`config.mk`:
```
export PLATFORM = sky130hd
export DESIGN_NAME = pdm_decimator
export DESIGN_NICKNAME = d
export VERILOG_FILES = /design/src/rtl/pdm_decimator.sv
export SDC_FILE = /design/constraint.sdc
export NUM_CORES = 1
export LEC_CHECK = 0
export BUFFER_PORTS_ARGS = -buffer_cell sky130_fd_sc_hd__buf_2
export CAP_MARGIN = 20
export CORE_MARGIN = 2
export CORE_UTILIZATION = 45
export DETAILED_ROUTE_END_ITERATION = 16
export PLACE_DENSITY = 0.71
export REMOVE_ABC_BUFFERS = 1
export SYNTH_ARGS = -nofsm -noshare
export SYNTH_HDL_FRONTEND = slang
export SYNTH_SLANG_ARGS = --single-unit
```
`constraint.sdc`:
```
create_clock -name clk -period 2.2 [get_ports clk]
set_clock_uncertainty 0.15 [all_clocks]
set_input_delay 0.44 -clock clk [delete_from_list [all_inputs] [get_ports clk]]
set_output_delay 0.44 -clock clk [all_outputs]
set_load 0.03 [all_outputs]
```
`src/rtl/pdm_decimator.sv`:
```
// -----------------------------------------------------------------------------
// pdm_decimator
//
// Drives a PDM microphone clock, captures one PDM bit per microphone clock
// period and turns the bit stream into a low-rate PCM stream. Each PCM sample
// is the number of ones among the most recent 32 captured bits. The count is
// kept as a running sum over a 32-bit sliding window. One sample is produced
// every DECIM captured bits. Samples leave through a valid/ready handshake
// that holds a single sample.
//
// Parameters
//   CLK_DIV : clk cycles per micClk half-period (2..255)
//   DECIM   : captured PDM bits per output sample (1..65535)
//
// Ports
//   clk        in   system clock, rising edge
//   rst        in   asynchronous active-high reset
//   micDataPDM in   serial PDM bit from the microphone
//   micClk     out  registered 50% duty clock to the microphone
//   micLRSel   out  microphone channel select, tied low
//   pcm_data   out  ones-count of the last 32 PDM bits (0..32)
//   pcm_valid  out  pcm_data holds a sample not yet taken by the consumer
//   pcm_ready  in   consumer takes pcm_data this cycle
//   overrun    out  sticky: a sample was overwritten before being taken
// -----------------------------------------------------------------------------
module pdm_decimator #(
  parameter int CLK_DIV = 50,
  parameter int DECIM   = 32
) (
  input  logic       clk,
  input  logic       rst,
  input  logic       micDataPDM,
  output logic       micClk,
  output logic       micLRSel,
  output logic [5:0] pcm_data,
  output logic       pcm_valid,
  input  logic       pcm_ready,
  output logic       overrun
);

  localparam int         WIN_W    = 32;
  localparam logic [5:0] ONES_MAX = 6'(WIN_W);
  localparam logic [7:0] DIV_LAST = 8'(CLK_DIV - 1);
  localparam logic [15:0] DEC_LAST = 16'(DECIM - 1);

  // Running ones-count update for one window shift. The bit entering the
  // window adds one and the bit leaving it subtracts one. The result is held
  // inside 0..32 so the count can never wrap. With a consistent window the
  // clamp never engages.
  function automatic logic [5:0] stepOnes(input logic [5:0] cur,
                                          input logic       bitIn,
                                          input logic       bitOut);
    logic [5:0] res;
    res = cur;
    if (bitIn && !bitOut && (cur < ONES_MAX)) begin
      res = cur + 6'd1;
    end else if (!bitIn && bitOut && (cur != 6'd0)) begin
      res = cur - 6'd1;
    end
    return res;
  endfunction

  logic [7:0]       div_cnt;
  logic [15:0]      dec_cnt;
  logic [WIN_W-1:0] win;
  logic [5:0]       ones;

  logic       divWrap;
  logic       strobe;
  logic       sampleEvent;
  logic       transfer;
  logic [5:0] onesNext;

  // The end of the micClk high phase is the microphone's stable data point.
  // We capture micDataPDM there, once per micClk period.
  assign divWrap     = (div_cnt == DIV_LAST);
  assign strobe      = divWrap && micClk;
  assign sampleEvent = strobe && (dec_cnt == DEC_LAST);
  assign transfer    = pcm_valid && pcm_ready;
  assign onesNext    = stepOnes(ones, micDataPDM, win[WIN_W-1]);

  assign micLRSel = 1'b0;

  // ---- Stage: microphone clock divider ----
  always_ff @(posedge clk or posedge rst) begin
    if (rst) begin
      div_cnt <= 8'd0;
      micClk  <= 1'b0;
    end else begin
      if (divWrap) begin
        div_cnt <= 8'd0;
        micClk  <= ~micClk;
      end else begin
        div_cnt <= div_cnt + 8'd1;
      end
    end
  end

  // ---- Stage: bit capture, sliding window and decimation counter ----
  // The window carries history across sample boundaries. This makes each
  // sample a true moving count of the last 32 bits, not a block count.
  always_ff @(posedge clk or posedge rst) begin
    if (rst) begin
      win     <= '0;
      ones    <= 6'd0;
      dec_cnt <= 16'd0;
    end else if (strobe) begin
      win  <= {win[WIN_W-2:0], micDataPDM};
      ones <= onesNext;
      if (dec_cnt == DEC_LAST) begin
        dec_cnt <= 16'd0;
      end else begin
        dec_cnt <= dec_cnt + 16'd1;
      end
    end
  end

  // ---- Stage: output sample register and handshake ----
  // A new sample always wins over the one being held, because the newest
  // data is the useful data. We flag overrun only when the held sample is
  // lost untaken. A transfer in the same cycle counts as taken.
  always_ff @(posedge clk or posedge rst) begin
    if (rst) begin
      pcm_data  <= 6'd0;
      pcm_valid <= 1'b0;
      overrun   <= 1'b0;
    end else begin
      if (sampleEvent) begin
        pcm_data  <= onesNext;
        pcm_valid <= 1'b1;
        if (pcm_valid && !pcm_ready) begin
          overrun <= 1'b1;
        end
      end else if (transfer) begin
        pcm_valid <= 1'b0;
      end
    end
  end

endmodule

```
==> Word-level counts from Yosys, hierarchy flattened <==
Cells that the tools add are included.
{ "totals": {"in_bits": 4, "register_bits": 71, "word_cells": 36} }
{ "classes": {"n_bitwise": 1, "muxes": 6, "addsub": 4, "magnitude_cmp": 1, "n_eq_ne": 2, "reduce_logical": 14} }
{ "ops": {"columns": ["cell", "n"], "rows": [
  ["adder 16 x 1 -> 16 bit, second input constant", 1],
  ["== test 16 x 5 -> 1 bit, second input constant", 1],
  ["2-to-1 mux 16 bit", 1],
  ["2-to-1 mux 6 bit", 2],
  ["adder 8 x 1 -> 8 bit, second input constant", 1],
  ["== test 8 x 6 -> 1 bit, second input constant", 1],
  ["logical AND 1 bit", 8],
  ["2-to-1 mux 8 bit", 1],
  ["adder 6 x 1 -> 6 bit, second input constant", 1],
  ["less-than comparator 6 bit, second input constant", 1],
  ["nonzero test 6 bit", 1],
  ["subtractor 6 x 1 -> 6 bit, second input constant", 1],
  ["logical NOT 1 bit", 3],
  ["2-to-1 mux 1 bit", 2],
  ["AND reduction 2 bit", 1],
  ["nonzero test 2 bit", 1],
  ["NOT 1 bit", 1]
]} }

==> Longest topological paths before layout <==
{ "depth": {"word_depth": 5, "ltp_mapped": 9, "depth_no_buf": 6} }

==> Worst setup path before layout <==
OpenSTA, ideal clock, no wires.
{ "synth_timing": {"kind": "reg-to-reg", "start": "reg dec_cnt[0]", "end": "reg pcm_data[2]", "slack_ns": 0.208, "required_time_ns": 1.925, "synth_period_minus_slack_ns": 1.992, "arrival_time_ns": 1.717, "path_stages_with_launch": 6, "setup_ns": 0.125, "cell_sequence": "dfrtp_1 ha_1 and4_1 nand4_1 nor2_1 mux2_2"} }
{ "synth_between": {"elab_chain_len": 2} }
{ "synth_rtl": {"columns": ["item", "line", "rtl"], "rows": [
  ["start, declared", "64", "logic [15:0] dec_cnt;"],
  ["start signal, assigned", "113", "dec_cnt <= dec_cnt + 16'd1;"],
  ["== test 16 x 5 -> 1 bit", "78", "assign sampleEvent = strobe && (dec_cnt == DEC_LAST);"],
  ["logical AND 1 bit", "78", null],
  ["end signal, assigned", "129", "pcm_data <= onesNext;"],
  ["end, declared", "35", "output logic [5:0] pcm_data,"]
]} }
Every way passes these cells.
A chain may end at the register's enable or synchronous reset.

==> Worst setup path after layout <==
{ "layout_timing": {"start": "reg ones[1]", "end": "reg ones[4]"} }
{ "layout_between": {"elab_chain_len": 4, "word_cells_on_any_way": 8} }
{ "layout_rtl": {"columns": ["item", "line", "rtl"], "rows": [
  ["start, declared", "66", "logic [5:0] ones;"],
  ["start signal, assigned", "109", "ones <= onesNext;"],
  ["parallel branches: the longest is 3 deep, another holds subtractor 6 x 1 -> 6 bit", null, null],
  ["2-to-1 mux 6 bit (*)", "55", "if (bitIn && !bitOut && (cur < ONES_MAX)) begin"]
]} }
Mark *: on every way between the ends.

==> metrics.txt <==
outcome=complete, no violations; vias in the first global route=2354; dpl ws=139 ps; Starting Density=46.2%; Synth Warn #=0; Crit Path Max Fanout=8; Mapped Cells=342; Initial DRC Count=86; DRT Pass-1 Iters=4; vias per inst=5.05; Distinct cells, synth=49; fin util=52.0%; core box area=7180 um^2; post-CTS sizing=0; Critical Path AT=2120 ps; DR DRC count=0; setup ws final=142 ps; post-route ant nets=0; Final GP Congestion=0.812; setup violators final=0; # diodes=0; RR Startpoint=ones[1]$_DFFE_PP0P_; most common cell after layout, fill and taps aside=nand2_1; share of cells above drive strength 1=15.3%; most used flip-flop cell after synthesis=dfrtp_1; switch share=21.2%; sequential standard cell area=1780 um^2; fraction of registers with async set/reset=100%; post-synthesis sequential area ratio=53.6%; port bufs=12; critical path's largest stage delay=490 ps; placed instance area=3510 um^2; Die Y-Extent=89.9 um; WL final=5.74 mm; wire length per cell=12.4 um; initial antenna violation count=0; GR Util All Layers=15.6%; IO Pins=14; DR vias=2349; largest net degree at the start of global routing=72; worst relative slew slack=65.4%; fin crit share=93.6%; Synth Cell Area=3320 um^2; CTS tree=yes; hold_buf cts=0; PwrDens=647 nW/um^2; Max-cap violations=0; P_int=1.90 mW; Hold Crit Class=primary input to async pin; sequential share of power=54.1%; RSZ-0062 raised after global routing=false; Synth-to-Final Area Change=12.4%; syn_area_per_cell=9.70 um^2; startpoint types=flip-flop; worst r2r path cells=7; combinational fraction of design power=1.6%; fin crit period=2060 ps; crit-path cells=inv_1 -> ha_1 -> nand3b_1 -> a2111oi_0 -> buf_4 -> o21ai_0 -> xnor2_1; most frequent cells in the layout=nand2_1 (103), dfrtp_1 (71), xnor2_1 (14), o21ai_0 (14); P_leak=1.79 nW; Hold Worst Slack=23.0 ps; Max Root-Sink Buffers=2; number of synthesized flops with an enable pin=0; Worst EP required=2270 ps; Post-Layout Cell Count=465; part of the power in the clock network=44.3%; worst vdd ir=0.297 mV; crit path kind=flip-flop to flip-flop; Fmax achieved=486 MHz; Post-DP HPWL=3.88 mm; nets@finish=371; TritonCTS Buffers=9; multi-input combinational cell area=1420 um^2; fillcell total=644; Root Buffer=clkbuf_8; Seq cells post-synth=71; Worst-Margin Slew=512 ps; # rows=31; clk slew on worst S/H paths=70 ps; Max Slew Vio Count=0; Post-CTS Setup Bufs=0; Finished Cell Area=3730 um^2; critical path's slowest cell=a2111oi_0; later-pin clock latency in the skew report=330 ps; H-tree lvl count=3; Die Wd=89.9 um; Die Area=8070 um^2; Post-Place Cells=449; Congestion Overflow GR=0; NetSw=0.512 mW; first-pass GRT wire length=10.5 mm; CP Capture Type=flip-flop; Worst R2R End=ones[4]$_DFFE_PP0P_; Num Clock Sinks=71; final hold vios=0; reg-to-reg slack, setup=140 ps
==> final cells by class <==
cell class | count | area share (%)
sequential | 71 | 47.6
multi-input combinational | 247 | 38.0
timing repair buffer | 23 | 4.50
clock buffer | 12 | 4.16
tap | 99 | 3.32
clock inverter | 4 | 1.44
inverter | 9 | 0.906
==> cell usage after synthesis, types with 2 or more instances <==
cell type	count	area (um^2)
xnor2_1	14	123
o31ai_1	3	22.5
nand3_1	12	60.1
nand2_1	103	387
and2_1	3	18.8
o21a_1	3	22.5
nor3_1	7	35.0
nor2_1	12	45.0
o21ai_0	14	70.1
and4_1	3	26.3
or3_1	2	12.5
a211oi_1	2	15.0
inv_1	9	33.8
nor4b_2	2	30.0
a31oi_1	2	12.5
clkbuf_1	6	22.5
buf_6	4	45.0
buf_2	4	20.0
xor2_1	3	26.3
nand4_1	9	56.3
a21o_1	3	22.5
and3_1	4	25.0
a21oi_1	7	35.0
nor4_1	3	18.8
dfrtp_1	71	1780
ha_1	6	75.1
mux2_2	6	67.6
a22o_1	4	35.0
==> metal layers <==
layer	track usage (%)	vias up	routed length (um)
met4	6.92	0	117
met5	0	-	0
met1	21.0	1099	2840
met3	2.43	11	182
li1	-	1195	-
met2	25.3	44	2600
==> through the flow <==
stage	power, mW	setup TNS (ps)
6_report	2.41	0
5_1_grt	2.51	0
4_1_cts	2.44	0
3_5_place_dp	1.37	0
3_3_place_gp	1.37	0
2_1_floorplan	1.35	-13250
==> kinds of logic (layout without fill, tap and decap cells) <==
kind of cell | count (synthesis) | in the layout | share of synthesized area (%)
flip-flops | 71 | 71 | 53.6
multiplexers | 7 | 7 | 2.34
AO/OA/AOI/OAI | 42 | 42 | 8.11
adder cells (fa/ha/maj) | 6 | 6 | 2.26
XOR/XNOR | 17 | 17 | 4.49
buffers and inverters | 24 | 48 | 3.89
AND/OR/NAND/NOR | 174 | 174 | 25.2
other | 1 | 1 | 0.113
==> worst max path at each step <==
stage                              end  cells after the start  slack, ps                start
2_1_floorplan   dec_cnt[0]$_DFFE_PP0P_                      1       -190                  rst
3_3_place_gp       ones[5]$_DFFE_PP0P_                      5        160           micDataPDM
3_5_place_dp   pcm_data[5]$_DFFE_PP0P_                      5        140           micDataPDM
4_1_cts        pcm_data[0]$_DFFE_PP0P_                      6        140  ones[0]$_DFFE_PP0P_
5_1_grt            ones[4]$_DFFE_PP0P_                      7          4  ones[1]$_DFFE_PP0P_
6_report           ones[4]$_DFFE_PP0P_                      7        140  ones[1]$_DFFE_PP0P_
==> critical path, delay by kind of cell, from the launching register on <==
| kind | cells | cell delay, ps |
|---|---|---|
| DFF | 1 | 460 |
| xor gates and xnor gates | 1 | 150 |
| and+or+nand+nor | 1 | 110 |
| buffers and inverters | 2 | 320 |
| adders and majority gates | 1 | 150 |
| AOI/OAI and AO/OA | 2 | 600 |
==> power by group through the flow <==
| stage | Combinational (mW) | Sequential [mW] | Clock, mW |
|---|---|---|---|
| 6_report | 0.0395 | 1.30 | 1.07 |
| 5_1_grt | 0.0478 | 1.30 | 1.15 |
| 4_1_cts | 0.0420 | 1.30 | 1.09 |
| 3_5_place_dp | 0.0419 | 1.33 | 0 |
| 3_3_place_gp | 0.0414 | 1.33 | 0 |
| 2_1_floorplan | 0.0250 | 1.33 | 0 |
==> state kept, by name, indices dropped and copies added (netlist names) <==
name	flops
win	32
dec_cnt	16
div_cnt	8
ones	6
pcm_data	6
micClk	1
overrun	1
pcm_valid	1
Power figures use the tool's default switching activity.
